## config.mk

```make
export PLATFORM = sky130hd
export DESIGN_NAME = fwd_hazard_ctrl_flat
export DESIGN_NICKNAME = d
export VERILOG_FILES = /design/src/rtl/fwd_hazard_ctrl_if.sv /design/src/rtl/fwd_hazard_ctrl.sv /design/src/flat_wrapper.sv
export SDC_FILE = /design/constraint.sdc
export NUM_CORES = 1
export LEC_CHECK = 0
export ABC_CLOCK_PERIOD_IN_PS = 2000
export BUFFER_PORTS_ARGS = -buffer_cell sky130_fd_sc_hd__buf_2
export CAP_MARGIN = 20
export CORE_UTILIZATION = 47
export DETAILED_ROUTE_END_ITERATION = 7
export HOLD_SLACK_MARGIN = 0.15
export PLACE_DENSITY = 0.74
export RECOVER_POWER = 25
export REMOVE_ABC_BUFFERS = 1
export SLEW_MARGIN = 20
export SYNTH_ARGS = -nofsm -noshare
export SYNTH_HDL_FRONTEND = slang
export SYNTH_SLANG_ARGS = --single-unit
```

## constraint.sdc

```tcl
create_clock -name clk -period 2 [get_ports clk]
set_input_delay 0.1 -clock clk [delete_from_list [all_inputs] [get_ports clk]]
set_output_delay 0.1 -clock clk [all_outputs]
set_load 0.02 [all_outputs]
```

## src/rtl/fwd_hazard_ctrl_if.sv

```systemverilog
// Decode/execute control bundle between the core datapath and the forwarding/hazard unit.
// master = datapath side, slave = the hazard controller.
interface fwd_hazard_ctrl_if #(
    parameter int unsigned RA_W  = 4,
    parameter int unsigned CNT_W = 16
);
    logic              valid_d;
    logic [RA_W-1:0]   ra1_d;
    logic [RA_W-1:0]   ra2_d;
    logic [RA_W-1:0]   wa_d;
    logic              regwrite_d;
    logic              memtoreg_d;
    logic              branch_taken_e;
    logic [2:0]        fwd_a_e;
    logic [2:0]        fwd_b_e;
    logic              stall_f;
    logic              stall_d;
    logic              flush_d;
    logic              flush_e;
    logic [CNT_W-1:0]  stall_cnt;

    modport master (
        output valid_d, ra1_d, ra2_d, wa_d, regwrite_d, memtoreg_d, branch_taken_e,
        input  fwd_a_e, fwd_b_e, stall_f, stall_d, flush_d, flush_e, stall_cnt
    );

    modport slave (
        input  valid_d, ra1_d, ra2_d, wa_d, regwrite_d, memtoreg_d, branch_taken_e,
        output fwd_a_e, fwd_b_e, stall_f, stall_d, flush_d, flush_e, stall_cnt
    );
endinterface

```

## src/rtl/fwd_hazard_ctrl.sv

```systemverilog
// Forwarding select, load-use stall and branch flush control for a 5-stage core.
// Tracks destination info for E/M/W in a shadow pipeline and matches it against E sources.
module fwd_hazard_ctrl #(
    parameter int unsigned RA_W   = 4,
    parameter int unsigned PC_REG = 15,
    parameter int unsigned CNT_W  = 16
) (
    input  logic              clk,
    input  logic              reset,
    fwd_hazard_ctrl_if.slave  bus
);
    localparam logic [RA_W-1:0] PC_IDX = RA_W'(PC_REG);

    logic            e_valid, e_rw, e_mr;
    logic [RA_W-1:0] e_ra1, e_ra2, e_wa;
    logic            m_valid, m_rw;
    logic [RA_W-1:0] m_wa;
    logic            w_valid, w_rw;
    logic [RA_W-1:0] w_wa;
    logic [CNT_W-1:0] cnt;

    logic            m_wr, w_wr;
    logic            ldr_hz;
    logic            stall, flush_e;
    logic [2:0]      fwd_a, fwd_b;

    always_ff @(posedge clk) begin
        if (reset) begin
            e_valid <= 1'b0;
            m_valid <= 1'b0;
            w_valid <= 1'b0;
            cnt     <= '0;
        end else begin
            e_valid <= bus.valid_d & ~flush_e;
            m_valid <= e_valid;
            w_valid <= m_valid;
            if (stall && cnt != '1)
                cnt <= cnt + CNT_W'(1);
        end
    end

    // Payload fields are only meaningful under their valid bits, so they need no reset.
    always_ff @(posedge clk) begin
        e_ra1 <= bus.ra1_d;
        e_ra2 <= bus.ra2_d;
        e_wa  <= bus.wa_d;
        e_rw  <= bus.regwrite_d;
        e_mr  <= bus.memtoreg_d;
        m_wa  <= e_wa;
        m_rw  <= e_rw;
        w_wa  <= m_wa;
        w_rw  <= m_rw;
    end

    // A PC-targeted write never forwards, so it is excluded once here for both operands.
    assign m_wr = m_valid & m_rw & (m_wa != PC_IDX);
    assign w_wr = w_valid & w_rw & (w_wa != PC_IDX);

    always_comb begin
        fwd_a = 3'b000;
        if (e_valid) begin
            if (e_ra1 == PC_IDX)
                fwd_a = 3'b011;
            else if (m_wr && m_wa == e_ra1)
                fwd_a = 3'b010;
            else if (w_wr && w_wa == e_ra1)
                fwd_a = 3'b001;
        end
    end

    always_comb begin
        fwd_b = 3'b000;
        if (e_valid) begin
            if (e_ra2 == PC_IDX)
                fwd_b = 3'b011;
            else if (m_wr && m_wa == e_ra2)
                fwd_b = 3'b010;
            else if (w_wr && w_wa == e_ra2)
                fwd_b = 3'b001;
        end
    end

    always_comb begin
        ldr_hz = e_valid & e_mr & e_rw & bus.valid_d & (e_wa != PC_IDX)
               & ((bus.ra1_d == e_wa) | (bus.ra2_d == e_wa));
        // A taken branch squashes the consumer anyway, so it overrides the stall.
        stall   = ldr_hz & ~bus.branch_taken_e;
        flush_e = ldr_hz | bus.branch_taken_e;
    end

    assign bus.fwd_a_e   = fwd_a;
    assign bus.fwd_b_e   = fwd_b;
    assign bus.stall_f   = stall;
    assign bus.stall_d   = stall;
    assign bus.flush_d   = bus.branch_taken_e;
    assign bus.flush_e   = flush_e;
    assign bus.stall_cnt = cnt;
endmodule

```

## src/flat_wrapper.sv

```systemverilog
// flat-port wrapper written by rule: the top's interface ports become plain ports
module fwd_hazard_ctrl_flat 
#(
    parameter int unsigned RA_W   = 4,
    parameter int unsigned PC_REG = 15,
    parameter int unsigned CNT_W  = 16
)
  (clk, reset, bus_valid_d, bus_ra1_d, bus_ra2_d, bus_wa_d, bus_regwrite_d, bus_memtoreg_d, bus_branch_taken_e, bus_fwd_a_e, bus_fwd_b_e, bus_stall_f, bus_stall_d, bus_flush_d, bus_flush_e, bus_stall_cnt);
  fwd_hazard_ctrl_if #(.RA_W(RA_W), .CNT_W(CNT_W)) bus_i ();
  input  logic clk;
  input  logic reset;
  input wire logic [$bits(bus_i.valid_d)-1:0] bus_valid_d;
  input wire logic [$bits(bus_i.ra1_d)-1:0] bus_ra1_d;
  input wire logic [$bits(bus_i.ra2_d)-1:0] bus_ra2_d;
  input wire logic [$bits(bus_i.wa_d)-1:0] bus_wa_d;
  input wire logic [$bits(bus_i.regwrite_d)-1:0] bus_regwrite_d;
  input wire logic [$bits(bus_i.memtoreg_d)-1:0] bus_memtoreg_d;
  input wire logic [$bits(bus_i.branch_taken_e)-1:0] bus_branch_taken_e;
  output wire logic [$bits(bus_i.fwd_a_e)-1:0] bus_fwd_a_e;
  output wire logic [$bits(bus_i.fwd_b_e)-1:0] bus_fwd_b_e;
  output wire logic [$bits(bus_i.stall_f)-1:0] bus_stall_f;
  output wire logic [$bits(bus_i.stall_d)-1:0] bus_stall_d;
  output wire logic [$bits(bus_i.flush_d)-1:0] bus_flush_d;
  output wire logic [$bits(bus_i.flush_e)-1:0] bus_flush_e;
  output wire logic [$bits(bus_i.stall_cnt)-1:0] bus_stall_cnt;
  assign bus_i.valid_d = bus_valid_d;
  assign bus_i.ra1_d = bus_ra1_d;
  assign bus_i.ra2_d = bus_ra2_d;
  assign bus_i.wa_d = bus_wa_d;
  assign bus_i.regwrite_d = bus_regwrite_d;
  assign bus_i.memtoreg_d = bus_memtoreg_d;
  assign bus_i.branch_taken_e = bus_branch_taken_e;
  assign bus_fwd_a_e = bus_i.fwd_a_e;
  assign bus_fwd_b_e = bus_i.fwd_b_e;
  assign bus_stall_f = bus_i.stall_f;
  assign bus_stall_d = bus_i.stall_d;
  assign bus_flush_d = bus_i.flush_d;
  assign bus_flush_e = bus_i.flush_e;
  assign bus_stall_cnt = bus_i.stall_cnt;
  fwd_hazard_ctrl #(.RA_W(RA_W), .PC_REG(PC_REG), .CNT_W(CNT_W)) u_core (.clk(clk), .reset(reset), .bus(bus_i));
endmodule
```

==> results.md <==
Critical path:
- STA classifies the critical path endpoint as a flop.
- The slack of the worst reg-to-reg path is -0.03 ns.
- The slowest cell on the critical path is dlygate4sd3_1.
- The critical path goes through dlygate4sd3_1 -> xnor2_2 -> nand4_1 -> a211o_4 -> clkbuf_16 -> or4_4 -> a21oi_2.
- The start-to-end type of the worst setup path is input port to flop.
- The kind of start point of the critical path is an input port.
- In this run the worst path has a maximum fanout of 7.
- The critical path contains buffers and inverters numbering 2 combined.
- In this design, the stage delay of the slowest critical-path cell is 0.60 ns.
- The required arrival time at the worst endpoint is about 2.2 ns.
- The arrival time at the worst endpoint is between 2 and 2.5 ns.
- The gate family responsible for the most delay along the worst path is buffers and inverters.

Clock network:
- In this run the deepest clock path goes through 2 buffers.
- The H-tree generated during clock tree synthesis spans 2 levels.
- The clock latency reported for the late side of the worst-skew pair is roughly 0.31 ns.
- The clock transition at the registers of the reported paths is ~0.09 ns.
- The setup fix buffers added after clock tree synthesis is 0.
- The number of buffers inserted during clock tree synthesis is 5.
- TritonCTS built the clock tree.
- CTS placed an instance of clkbuf_8 at the clock tree root.
- The CTS sink count is 43.

Power:
- The ratio of total power to cell area is between 600 and 700 nW/µm².
- The leakage power total is 0.001070 µW.
- The worst-case IR drop observed on VDD is around 0.45 mV.

Synthesis:
- After synthesis the netlist holds a flip-flop and latch count of 43.
- The number of cells produced by synthesis is roughly 190.
- The dominant register cell in the synthesized netlist is dfxtp_1.
- The synthesized netlist occupies a cell area of around 1800 µm².
- The sequential element share of the synthesized area is around 47%.
- Of all flip-flops after synthesis, the portion carrying an async set or reset was 0%.
- After synthesis, the mean cell area works out to about 10 µm².
- The Yosys step of the flow raised 0 warnings.
- The number of library cell types mapped by synthesis is 40.
- The synthesized design contains 0 enable-type register cells.

Floorplanning:
- The floorplan die height is approximately 65 µm.
- The starting density of the core is between 40 and 50%.
- The core region is between 3000 and 4000 µm².
- The floorplan die area is 4167 µm².
- In this run the count of I/O pins placed on the die edge is 44.
- Row generation in the floorplan step produced 22 rows.
- The die width is around 65 µm.

Timing:
- The slack of the critical path is -0.03407 ns.
- The final-report max-slew violation count is 0.
- The largest clock skew in the final design is 0.007579 ns.
- The number of hold violations in the final report was 0.
- The maximum clock frequency is approximately 0.49 GHz.
- The count of final setup violators is 7.
- The smallest clock period supported by the final layout is computed as 2.034 ns.
- The portion of the clock cycle consumed by the worst path in the final layout is 101.7%.
- Setup repair after global routing could not meet its margin everywhere.

Cells and area:
- The count of inserted antenna diode cells is 0.
- The area growth from synthesis to layout is 39.93%.
- The final layout contains around 260 nets.
- Leaving out filler cells and counting taps, the final layout contains slightly below 300.
- Of the cells placed in the final design, the portion with a size suffix greater than 1 is about a third.

Global route:
- The total grt overflow is 0.
- The global-route usage over all layers is 21.86%.
- Entering global routing, the biggest net connects 31 pins.
- The initial antenna violation count is 0.
- The number of global-route vias before repair is between 1,500 and 2,000.
- The first global-routing pass estimated just under 7 mm of wire.

Routing:
- In the final routed layout, each cell accounts on average for 15.05 µm.
- For this block, the initial DRC count from the detailed router was 69.
- The remaining antenna violation count after routing is 0.
- The total via count in the routed design is roughly 1,600.
- The routed via count divided by cell count is ~5.5.
- The length of the first detailed-routing pass in iterations is 4.
- The detailed-route DRC error count is 0.
- Summed over all layers, the routed wires come to roughly 4.4 mm.

Placement:
- At the end of routability-driven placement, the weighted congestion stood at about 0.79.
- The pre-CTS setup slack is between 0.09 and 0.1 ns.
- The number of buffers added on ports is 41.
- The HPWL reported at the end of detailed placement is 2.640 mm.
- The placed cell count is between 200 and 300.

Run status:
- The run finished, with violations left.
- The final reports fail on setup timing.

Worst hold path:
- The kind of path behind the tightest hold check is input port to flop.

Run:
- The max-cap violation count is 0.
## routing by layer
metal / track usage [%] / part of all wire (%)
met2: 36.32 / 48
met4: 10.28 / 1.3
met3: 7.042 / 5.5
met1: 25.36 / 45
met5: 0 / 0
## power breakdown
group,internal [µW],switching [µW],leakage (µW),total (µW)
Clock,378,323,0.0000587,701
Sequential,882,32.7,0.000357,915
Combinational,76.8,53.4,0.000654,130
## synth_stat cells, types with 4 or more instances
| cell | count | area, µm² |
|---|---|---|
| a21boi_0 | 4 | 30.03 |
| xor2_1 | 16 | 140.1 |
| dfxtp_1 | 43 | 860.8 |
| nor4_1 | 4 | 25.02 |
| or4_1 | 11 | 82.58 |
| buf_6 | 4 | 45.04 |
| nand4_1 | 6 | 37.54 |
| nand2_1 | 11 | 41.29 |
| nand3_1 | 9 | 45.04 |
| o41ai_1 | 4 | 35.03 |
| xnor2_1 | 8 | 70.07 |
| buf_4 | 4 | 30.03 |
| a21oi_1 | 15 | 75.07 |
| o31ai_1 | 8 | 60.06 |
## sequential cells by signal, indices dropped and copies added, names as in the netlist
register and count:
u_core.e_mr 1, u_core.w_valid 1, u_core.bus.stall_cnt 16, u_core.m_wa 4, u_core.e_ra1 4, u_core.e_valid 1
u_core.m_rw 1, u_core.m_valid 1, u_core.e_rw 1, u_core.w_wa 4, u_core.w_rw 1, u_core.e_wa 4
u_core.e_ra2 4
## worst paths after layout
| kind | start | to | cells past startpoint |
|---|---|---|---|
| hold / removal | reset | u_core.m_valid | 2 |
| setup reg to reg | u_core.e_wa[0] | u_core.bus.stall_cnt[11] | 6 |
| setup / recovery | bus_ra2_d[2] | u_core.bus.stall_cnt[11] | 7 |
| hold reg to reg | u_core.e_rw | u_core.m_rw | 0 |
## final cells by class
class / instances / area [µm²]
clock buffer: 5 / 68.82
clock inverter: 3 / 47.55
fill: 271 / 1142
inverter: 3 / 11.26
multi-input combinational: 128 / 996.0
sequential: 43 / 874.6
tap: 48 / 60.06
timing repair buffer: 64 / 515.5
## through the flow
step	hold WS (ns)	TNS [ns]	power [µW]	cell area [µm²]	utilization, %
after floorplan	0.1277	0	974.0	1747	-
final	0.2021	-0.04859	1746	2574	69.26
after global placement	0.2025	0	1016	2085	56.09
after global routing	0.2032	-1.053	1808	2574	69.26
after CTS	0.1949	0	1719	2361	63.54
after detailed placement	0.2044	0	1018	2085	56.09
## kinds of logic (layout without fill, tap and decap cells)
kind of cell | after synthesis | in the layout | synth area share, %
simple gates | 61 | 61 | 20.27
flops | 43 | 43 | 46.80
compound gates | 39 | 39 | 14.15
xor+xnor | 24 | 24 | 11.43
buf+inv | 16 | 75 | 5.850
fa+ha+maj | 1 | 1 | 0.6802
other cells | 1 | 2 | 0.2039
mux | 1 | 1 | 0.6122
## cell usage in the layout (no fill, tap or decap), types with 3 or more instances in the layout
cell type and instances:
xor2_1 16, dfxtp_4 3, or4_4 4, o31ai_1 8, and3_1 3, nand3_1 9, nor2b_1 3, a21oi_1 10
or4_1 7, a21boi_0 4, clkbuf_8 5, nor4_1 4, inv_1 3, nand2_1 11, buf_4 9, dlygate4sd3_1 16
xnor2_2 8, dlymetal6s4s_1 5, dfxtp_1 38, nand4_1 6, buf_2 31, a21oi_2 5
## repair_timing
action	in CTS	in global routing
endpoints found under the setup margin	0	15
hold endpoints to repair	15	5
gates resized for setup	0	37
hold buffers	16	5
No activity file was read; power rests on OpenSTA's default activity.
